==> config.mk <==
export PLATFORM = sky130hd
export DESIGN_NAME = hazard_scheduler
export DESIGN_NICKNAME = d
export VERILOG_FILES = /design/src/rtl/hazard_scheduler_pkg.sv /design/src/rtl/hazard_scheduler_fwd_select.sv /design/src/rtl/hazard_scheduler.sv
export SDC_FILE = /design/constraint.sdc
export NUM_CORES = 1
export LEC_CHECK = 0
export CAP_MARGIN = 40
export CORE_MARGIN = 2
export CORE_UTILIZATION = 51
export DETAILED_ROUTE_END_ITERATION = 6
export PLACE_DENSITY = 0.93
export SLEW_MARGIN = 20
export SYNTH_ARGS = -nofsm -noshare
export SYNTH_HDL_FRONTEND = slang
export SYNTH_SLANG_ARGS = --single-unit
==> constraint.sdc <==
create_clock -name clk -period 5.5 [get_ports clk]
set_input_delay 1.1 -clock clk [delete_from_list [all_inputs] [get_ports clk]]
set_output_delay 1.1 -clock clk [all_outputs]
set_load 0.02 [all_outputs]
==> src/rtl/hazard_scheduler_pkg.sv <==
// Shared definitions for the pipeline hazard scheduler: FSM state encoding,
// forwarding-select codes and the architectural PC register number.
package hazard_scheduler_pkg;

   typedef enum logic [1:0] {
      ST_RUN   = 2'd0,
      ST_STALL = 2'd1,
      ST_FLUSH = 2'd2
   } state_e;

   // Operand source codes driven on fwd_a/fwd_b/fwd_c
   localparam logic [1:0] FWD_RF  = 2'b00;
   localparam logic [1:0] FWD_EX  = 2'b01;
   localparam logic [1:0] FWD_MEM = 2'b10;
   localparam logic [1:0] FWD_WB  = 2'b11;

   // R15 is the PC: never a hazard source, never forwarded
   localparam int unsigned PC_REG = 15;

endpackage

==> src/rtl/hazard_scheduler_fwd_select.sv <==
// Single-operand forwarding priority encoder. The youngest matching in-flight
// write wins; a load still in EX cannot supply data, so it is skipped.
module fwd_select
   import hazard_scheduler_pkg::*;
#(
   parameter int NREG_W = 4
) (
   input  logic [NREG_W-1:0] src_i,
   input  logic              ex_valid_i,
   input  logic [NREG_W-1:0] ex_rd_i,
   input  logic              ex_load_i,
   input  logic              mem_valid_i,
   input  logic [NREG_W-1:0] mem_rd_i,
   input  logic              wb_valid_i,
   input  logic [NREG_W-1:0] wb_rd_i,
   output logic [1:0]        sel_o
);

   localparam logic [NREG_W-1:0] PcReg = NREG_W'(PC_REG);

   // Pick the youngest valid producer of src_i, register file otherwise
   always_comb begin
      // NOTE: default assignment first so every path drives sel_o (no latch).
      sel_o = FWD_RF;
      if (src_i != PcReg) begin
         if (ex_valid_i && !ex_load_i && (ex_rd_i == src_i)) begin
            sel_o = FWD_EX;
         end else if (mem_valid_i && (mem_rd_i == src_i)) begin
            sel_o = FWD_MEM;
         end else if (wb_valid_i && (wb_rd_i == src_i)) begin
            sel_o = FWD_WB;
         end
      end
   end

endmodule

==> src/rtl/hazard_scheduler.sv <==
// Pipeline hazard controller for the 5-stage core: tracks in-flight register
// writes (EX/MEM/WB), inserts load-use bubbles, flushes after taken branches
// and selects operand forwarding sources.
module hazard_scheduler
   import hazard_scheduler_pkg::*;
#(
   parameter int LOAD_STALL = 1,
   parameter int NREG_W     = 4
) (
   input  logic              clk,
   input  logic              rst_n,
   input  logic [NREG_W-1:0] id_rn,
   input  logic [NREG_W-1:0] id_rm,
   input  logic [NREG_W-1:0] id_rd,
   input  logic              id_use_rn,
   input  logic              id_use_rm,
   input  logic              id_use_rd,
   input  logic              id_rf_e,
   input  logic [NREG_W-1:0] id_wr_reg,
   input  logic              id_load,
   input  logic              br_taken,
   output logic              cu_nop_s,
   output logic              pc_le,
   output logic              ifid_le,
   output logic              ifid_clr,
   output logic [1:0]        fwd_a,
   output logic [1:0]        fwd_b,
   output logic [1:0]        fwd_c,
   output logic [15:0]       stall_cnt
);

   localparam logic [NREG_W-1:0] PcReg = NREG_W'(PC_REG);

   // Scoreboard. Only the EX slot needs the load flag: once a load reaches
   // MEM its data is available for forwarding like any other result.
   logic              ex_valid_q, mem_valid_q, wb_valid_q;
   logic [NREG_W-1:0] ex_rd_q, mem_rd_q, wb_rd_q;
   logic              ex_load_q;

   state_e            state_q, state_d;
   logic [2:0]        cnt_q, cnt_d;
   logic [15:0]       stall_cnt_q;

   logic              hit_rn, hit_rm, hit_rd;
   logic              hazard;
   logic              stall_evt;

   // Load-use detection against the load currently in EX
   assign hit_rn = id_use_rn && (id_rn == ex_rd_q) && (id_rn != PcReg);
   assign hit_rm = id_use_rm && (id_rm == ex_rd_q) && (id_rm != PcReg);
   assign hit_rd = id_use_rd && (id_rd == ex_rd_q) && (id_rd != PcReg);
   assign hazard = ex_valid_q && ex_load_q && (hit_rn || hit_rm || hit_rd);

   // State register and stall counter
   always_ff @(posedge clk or negedge rst_n) begin
      if (!rst_n) begin
         state_q <= ST_RUN;
         cnt_q   <= 3'd0;
      end else begin
         // NOTE: non-blocking so every flop samples pre-edge values.
         state_q <= state_d;
         cnt_q   <= cnt_d;
      end
   end

   // Next-state logic; hazard beats branch, FLUSH evaluates neither
   always_comb begin
      state_d = state_q;
      cnt_d   = cnt_q;
      unique case (state_q)
         ST_RUN: begin
            if (hazard) begin
               cnt_d   = 3'(LOAD_STALL - 1);
               state_d = (LOAD_STALL == 1) ? ST_RUN : ST_STALL;
            end else if (br_taken) begin
               state_d = ST_FLUSH;
            end
         end
         ST_STALL: begin
            cnt_d = cnt_q - 3'd1;
            if (cnt_d == 3'd0) begin
               state_d = ST_RUN;
            end
         end
         ST_FLUSH: begin
            state_d = ST_RUN;
         end
         default: begin
            state_d = ST_RUN;
            cnt_d   = 3'd0;
         end
      endcase
   end

   // Control outputs; held at their idle values while reset is asserted
   always_comb begin
      cu_nop_s  = 1'b0;
      pc_le     = 1'b1;
      ifid_le   = 1'b1;
      ifid_clr  = 1'b0;
      stall_evt = 1'b0;
      if (rst_n) begin
         unique case (state_q)
            ST_RUN: begin
               if (hazard) begin
                  cu_nop_s  = 1'b1;
                  pc_le     = 1'b0;
                  ifid_le   = 1'b0;
                  stall_evt = 1'b1;
               end else if (br_taken) begin
                  ifid_clr = 1'b1;
               end
            end
            ST_STALL: begin
               cu_nop_s  = 1'b1;
               pc_le     = 1'b0;
               ifid_le   = 1'b0;
               stall_evt = 1'b1;
            end
            ST_FLUSH: begin
               // Killed fetch sits in ID; null it but keep fetching
               cu_nop_s = 1'b1;
            end
            default: begin
               cu_nop_s = 1'b0;
            end
         endcase
      end
   end

   // Scoreboard shift; a nulled ID instruction enters EX as an empty slot
   always_ff @(posedge clk or negedge rst_n) begin
      if (!rst_n) begin
         ex_valid_q  <= 1'b0;
         ex_rd_q     <= '0;
         ex_load_q   <= 1'b0;
         mem_valid_q <= 1'b0;
         mem_rd_q    <= '0;
         wb_valid_q  <= 1'b0;
         wb_rd_q     <= '0;
      end else begin
         ex_valid_q  <= id_rf_e && !cu_nop_s;
         ex_rd_q     <= id_wr_reg;
         ex_load_q   <= id_load;
         mem_valid_q <= ex_valid_q;
         mem_rd_q    <= ex_rd_q;
         wb_valid_q  <= mem_valid_q;
         wb_rd_q     <= mem_rd_q;
      end
   end

   // Saturating count of load-use bubble cycles (flush bubbles excluded)
   always_ff @(posedge clk or negedge rst_n) begin
      if (!rst_n) begin
         stall_cnt_q <= 16'd0;
      end else if (stall_evt && (stall_cnt_q != 16'hFFFF)) begin
         stall_cnt_q <= stall_cnt_q + 16'd1;
      end
   end

   assign stall_cnt = stall_cnt_q;

   fwd_select #(.NREG_W(NREG_W)) u_fwd_a (
      .src_i       (id_rn),
      .ex_valid_i  (ex_valid_q),
      .ex_rd_i     (ex_rd_q),
      .ex_load_i   (ex_load_q),
      .mem_valid_i (mem_valid_q),
      .mem_rd_i    (mem_rd_q),
      .wb_valid_i  (wb_valid_q),
      .wb_rd_i     (wb_rd_q),
      .sel_o       (fwd_a)
   );

   fwd_select #(.NREG_W(NREG_W)) u_fwd_b (
      .src_i       (id_rm),
      .ex_valid_i  (ex_valid_q),
      .ex_rd_i     (ex_rd_q),
      .ex_load_i   (ex_load_q),
      .mem_valid_i (mem_valid_q),
      .mem_rd_i    (mem_rd_q),
      .wb_valid_i  (wb_valid_q),
      .wb_rd_i     (wb_rd_q),
      .sel_o       (fwd_b)
   );

   fwd_select #(.NREG_W(NREG_W)) u_fwd_c (
      .src_i       (id_rd),
      .ex_valid_i  (ex_valid_q),
      .ex_rd_i     (ex_rd_q),
      .ex_load_i   (ex_load_q),
      .mem_valid_i (mem_valid_q),
      .mem_rd_i    (mem_rd_q),
      .wb_valid_i  (wb_valid_q),
      .wb_rd_i     (wb_rd_q),
      .sel_o       (fwd_c)
   );

endmodule

## Word-level counts from Yosys, hierarchy flattened

Index checks and enable logic that the tools add are counted.
Widths: inputs -> output; s select.

- Word-level logic and storage cells: 93
- Output and inout bits: 26
- Bits in registers: 37

- Reductions and logical operators: 29
- $add $sub $neg: 2
- Eq/ne operators: 21
- Mux-type cells: 30
- Bitwise logic cells: 1

Operator list:

| cell | number |
|---|---|
| $eq 4x4->1 | 12 |
| $mux 2 | 15 |
| $logic_and 1x1->1 | 20 |
| $add 16x1->16 const B | 1 |
| $ne 16x16->1 const B | 1 |
| $ne 4x4->1 const B | 3 |
| $mux 1 | 9 |
| $pmux 3 s3 | 1 |
| $pmux 1 s2 | 3 |
| $ne 2x2->1 const B | 2 |
| $pmux 2 s2 | 1 |
| $reduce_and 2->1 | 2 |
| $logic_not 3->1 | 1 |
| $mux 3 | 1 |
| $ne 3x3->1 const B | 1 |
| $sub 3x1->3 const B | 1 |
| $eq 2x1->1 const B | 1 |
| $eq 2x2->1 const B | 1 |
| $logic_not 1->1 | 2 |
| $logic_not 2->1 | 1 |
| $logic_or 1x1->1 | 2 |
| $reduce_or 2->1 | 1 |
| $not 1->1 | 1 |

## Depth between registers and ports, before layout

- Word-level depth: 11
- Gate-level depth with buffers: 7
- Depth with buffers taken out: 6

## Cells and area by module

From an unflattened synthesis, not the netlist that was laid out.

- Cells, all modules: 206
- Area total of the unflattened synthesis: 2042.0 sq um

By module, submodules not included:

| module | times used | sequential area each (sq um) | cells each | area each (sq um) |
|---|---|---|---|---|
| hazard_scheduler | 1 | 825.8 | 119 | 1441.4 |
| fwd_select | 3 | 0.0 | 29 | 200.2 |

## Least setup slack after synthesis

No wires, ideal clock.

- Kind: input port to output port
- From: in id_rm[3]
- To: out ifid_clr
- Slack: 2.083 ns
- Cell stages on the path: 6
- Path buffers: 0
- Arrival: 2.317 ns
- Path through: and4_1 nand4b_1 o32ai_2 or3_2 nor2_1 and2_1

- Cells in the longest elaborated chain, start to end: 9
- Elaborated cells between the ends (all ways): 10
- Those cells by class: eq/ne: 2; mux: 3; reduce/logical: 5

Ends and longest elaborated chain:

| item | RTL line | source |
|---|---|---|
| start: declaration | hazard_scheduler.sv:13 | `input logic [NREG_W-1:0] id_rm,` |
| $eq 4x4->1 | hazard_scheduler.sv:50 | `assign hit_rm = id_use_rm && (id_rm == ex_rd_q) && (id_rm != PcReg);` |
| $logic_and 1x1->1 | hazard_scheduler.sv:50 |  |
| $logic_and 1x1->1 * | hazard_scheduler.sv:50 |  |
| $logic_or 1x1->1 * (2 in a row) | hazard_scheduler.sv:52 | `assign hazard = ex_valid_q && ex_load_q && (hit_rn \|\| hit_rm \|\| hit_rd);` |
| $logic_and 1x1->1 * | hazard_scheduler.sv:52 |  |
| $mux 1 * | hazard_scheduler.sv:105 | `if (hazard) begin` |
| $mux 1 * | hazard_scheduler.sv:103 | `unique case (state_q)` |
| $mux 1 * | hazard_scheduler.sv:102 | `if (rst_n) begin` |
| end: declaration | hazard_scheduler.sv:25 | `output logic ifid_clr,` |

Every way passes the cells marked *; elsewhere a longest branch is shown, timed or not.

## Final worst setup path

- From: in id_rm[1]
- To: out ifid_clr

Same word-level chain as after synthesis.

==> results.yml <==
clock_tree:
  cts_sinks: 33
  post-cts-setup-buffers: 0
  path_clk_slew_ns: 0.10
  clockBufferDepth: 2
  clockRootBuffer: "clkbuf_4"
  cts_buffers: 5
  hold_buffers: 0
  htree_levels: 2
  cts_resized: 0
  cts_tree: "built"
  worstSkewPairLatency_ns: 0.33
synth:
  yosysSeqAreaShare_pct: 45.9
  synth_area_um2: 1800
  ys_warn_count: 0
  synthCells: 174
  syn-num-nets: 199
  synth.avg_cell_area_um2: 10.3
  synth_cell_types: 26
  synth_seq_cells: 33
setup_path:
  cp.arrival_ns: 3.53
  cp.required_ns: 4.40
  end_kind: "output port"
  worst_setup_path_start_kind: "input port"
  crit_fanout: 4
  path_class: "in -> out"
floorplan:
  die_y_um: 63.4
  die-area_um2: 4020
  start_util_pct: 53.5
  die_w_um: 63.4
  coreArea_um2: 3360
  pin_count: 50
  rows: 21
timing:
  worst_hold_slack_ns: 0.459
  maxSlewHeadroom_pct: 57.5
  maxSlewViolCount: 0
  period_minus_slack_ns: 4.63
  tns_ns: 0
  fmax_ghz: 0.216
  timing.final.hold_violations: 0
  fin_crit_sh_pct: 84.2
  finalSetupViolCount: 0
  tightest_slew_ns: 0.637
  grt_setup_unrepaired: "no"
  fin_skew_ns: 0.00550
global_route:
  gr-usage-all-layers_pct: 22.2
  grt-ovfl-total: 0
  grt_first_pass_wirelength_um: 6790
  grt_pass1_vias: 1467
  grt_max_degree: 37
  antenna_found_initial: 0
cells_and_area:
  final_common_cell: "clkdlybuf4s50_1"
  multi_input_area_um2: 947
  seqCellArea_um2: 826
  drive_gt1_share_pct: 6.96
  final_cell_mix: "clkdlybuf4s50_1, dfrtp_1, xor2_1, xnor2_1, nor3_1"
  fillers: 272
  areaGrowthSynthToFinish_pct: 35.5
  nets: 254
  diodes: 0
route:
  dr.first_iter.drc_count: 69
  drcViolationCount: 0
  vias: 1503
  finalWirelength_um: 4070
  via_per_inst: 5.45
  wl_per_cell_um: 14.7
  ant_nets: 0
  drt_first_pass_iters: 4
placement:
  io_buffers: 49
  place_congestion: 0.893
  dpl.hpwl_um: 2970
pwr:
  power.leakage_uw: 0.00104
  powerDensity_nw_per_um2: 239
  max-vdd-ir-drop_mv: 0.211
hold_path:
  hold_class: "reg -> reg"
status:
  status: "finished clean"
flow_run:
  max_cap_viol_count: 0
==> layer usage <==
| layer | part of all wire [%] | track usage, % | vias to the layer above |
|---|---|---|---|
| li1 | - | - | 716 |
| met1 | 40 | 26.9 | 714 |
| met2 | 51 | 36.7 | 67 |
| met3 | 8.0 | 7.14 | 6 |
| met4 | 0.86 | 8.70 | 0 |
| met5 | 0 | 0 | - |
==> kinds of logic (layout without fill, tap and decap cells) <==
family,after synthesis,count (layout),share of synthesized area [%]
AOI/OAI and AO/OA,5,5,2.23
xor gates and xnor gates,51,51,24.8
adders and majority gates,1,1,0.695
buffers and inverters,4,60,1.46
DFF,33,33,45.9
muxes,1,1,0.626
and+or+nand+nor,79,79,24.3
==> cell usage after synthesis, drive strengths merged <==
cell / n / share of area, %
nand4: 7 / 2.4
xnor2: 19 / 9.2
inv: 2 / 0.42
nor3b: 1 / 0.70
o21ai: 1 / 0.49
mux2: 1 / 0.63
ha: 1 / 0.70
buf: 2 / 1.0
nor2b: 5 / 1.7
o32ai: 1 / 0.90
nor4: 7 / 3.3
or2: 1 / 0.35
nand4b: 1 / 0.49
nand2b: 1 / 0.35
nor3: 16 / 4.5
nor2: 13 / 2.7
a21oi: 3 / 0.83
or3: 1 / 0.42
xor2: 32 / 16
dfrtp: 33 / 46
nand2: 9 / 1.9
nand3: 12 / 3.3
and2: 2 / 0.70
and4: 3 / 1.5
==> worst max-delay path, cell delays in order <==
cell             delay, ns
clkdlybuf4s50_1       0.59
and4_1                0.27
nand4b_1              0.14
o32ai_2               0.11
or3_2                 0.47
nor2_1                0.12
and2_1                0.13
clkdlybuf4s50_1       0.59
==> path summary, 6_finish.rpt <==
| kind | cells past startpoint | to | slack (ns) | from |
|---|---|---|---|---|
| worst max-delay path | 8 | ifid_clr | 0.87 | id_rm[1] |
| min in group asynchronous | 2 | stall_cnt[14] | 1.15 | rst_n |
| worst max register to register | 6 | stall_cnt[1] | 3.29 | ex_rd_q[3] |
| worst min-delay path | 0 | mem_valid_q | 0.46 | ex_valid_q |
| max in group asynchronous | 2 | mem_rd_q[1] | 4.05 | rst_n |
| worst min register to register | 0 | mem_valid_q | 0.46 | ex_valid_q |
==> power by group <==
group,switching (uW),total (uW),internal (uW)
combinational,40.6,89.0,48.5
sequential,16.6,270,254
clock,82.7,223,141
total,140,583,443
==> through the flow <==
stage	instances	area [um^2]	utilization, %	power [uW]	setup slack [ns]
floorplan	174	1800	-	314	2.08
global placement	268	2340	69.5	362	0.923
detailed placement	268	2340	69.5	364	0.881
CTS	276	2440	72.5	589	0.875
global route	276	2440	72.5	616	0.760
finish	276	2440	72.5	583	0.871
==> registers in the layout, indices dropped and copies added, names as in the netlist <==
signal / count
ex_load_q: 1
ex_rd_q: 4
ex_valid_q: 1
mem_rd_q: 4
mem_valid_q: 1
stall_cnt: 16
state_q: 1
wb_rd_q: 4
wb_valid_q: 1
==> area by class of cell <==
class                           count  share of cell area (%)
Multi-Input combinational cell    137                    38.8
Sequential cell                    33                    33.9
Timing Repair Buffer               50                    20.4
Clock inverter                      3                    2.67
Tap cell                           46                    2.36
Clock buffer                        5                    1.54
Inverter                            2                   0.308
(Power assumes the default switching activity.)
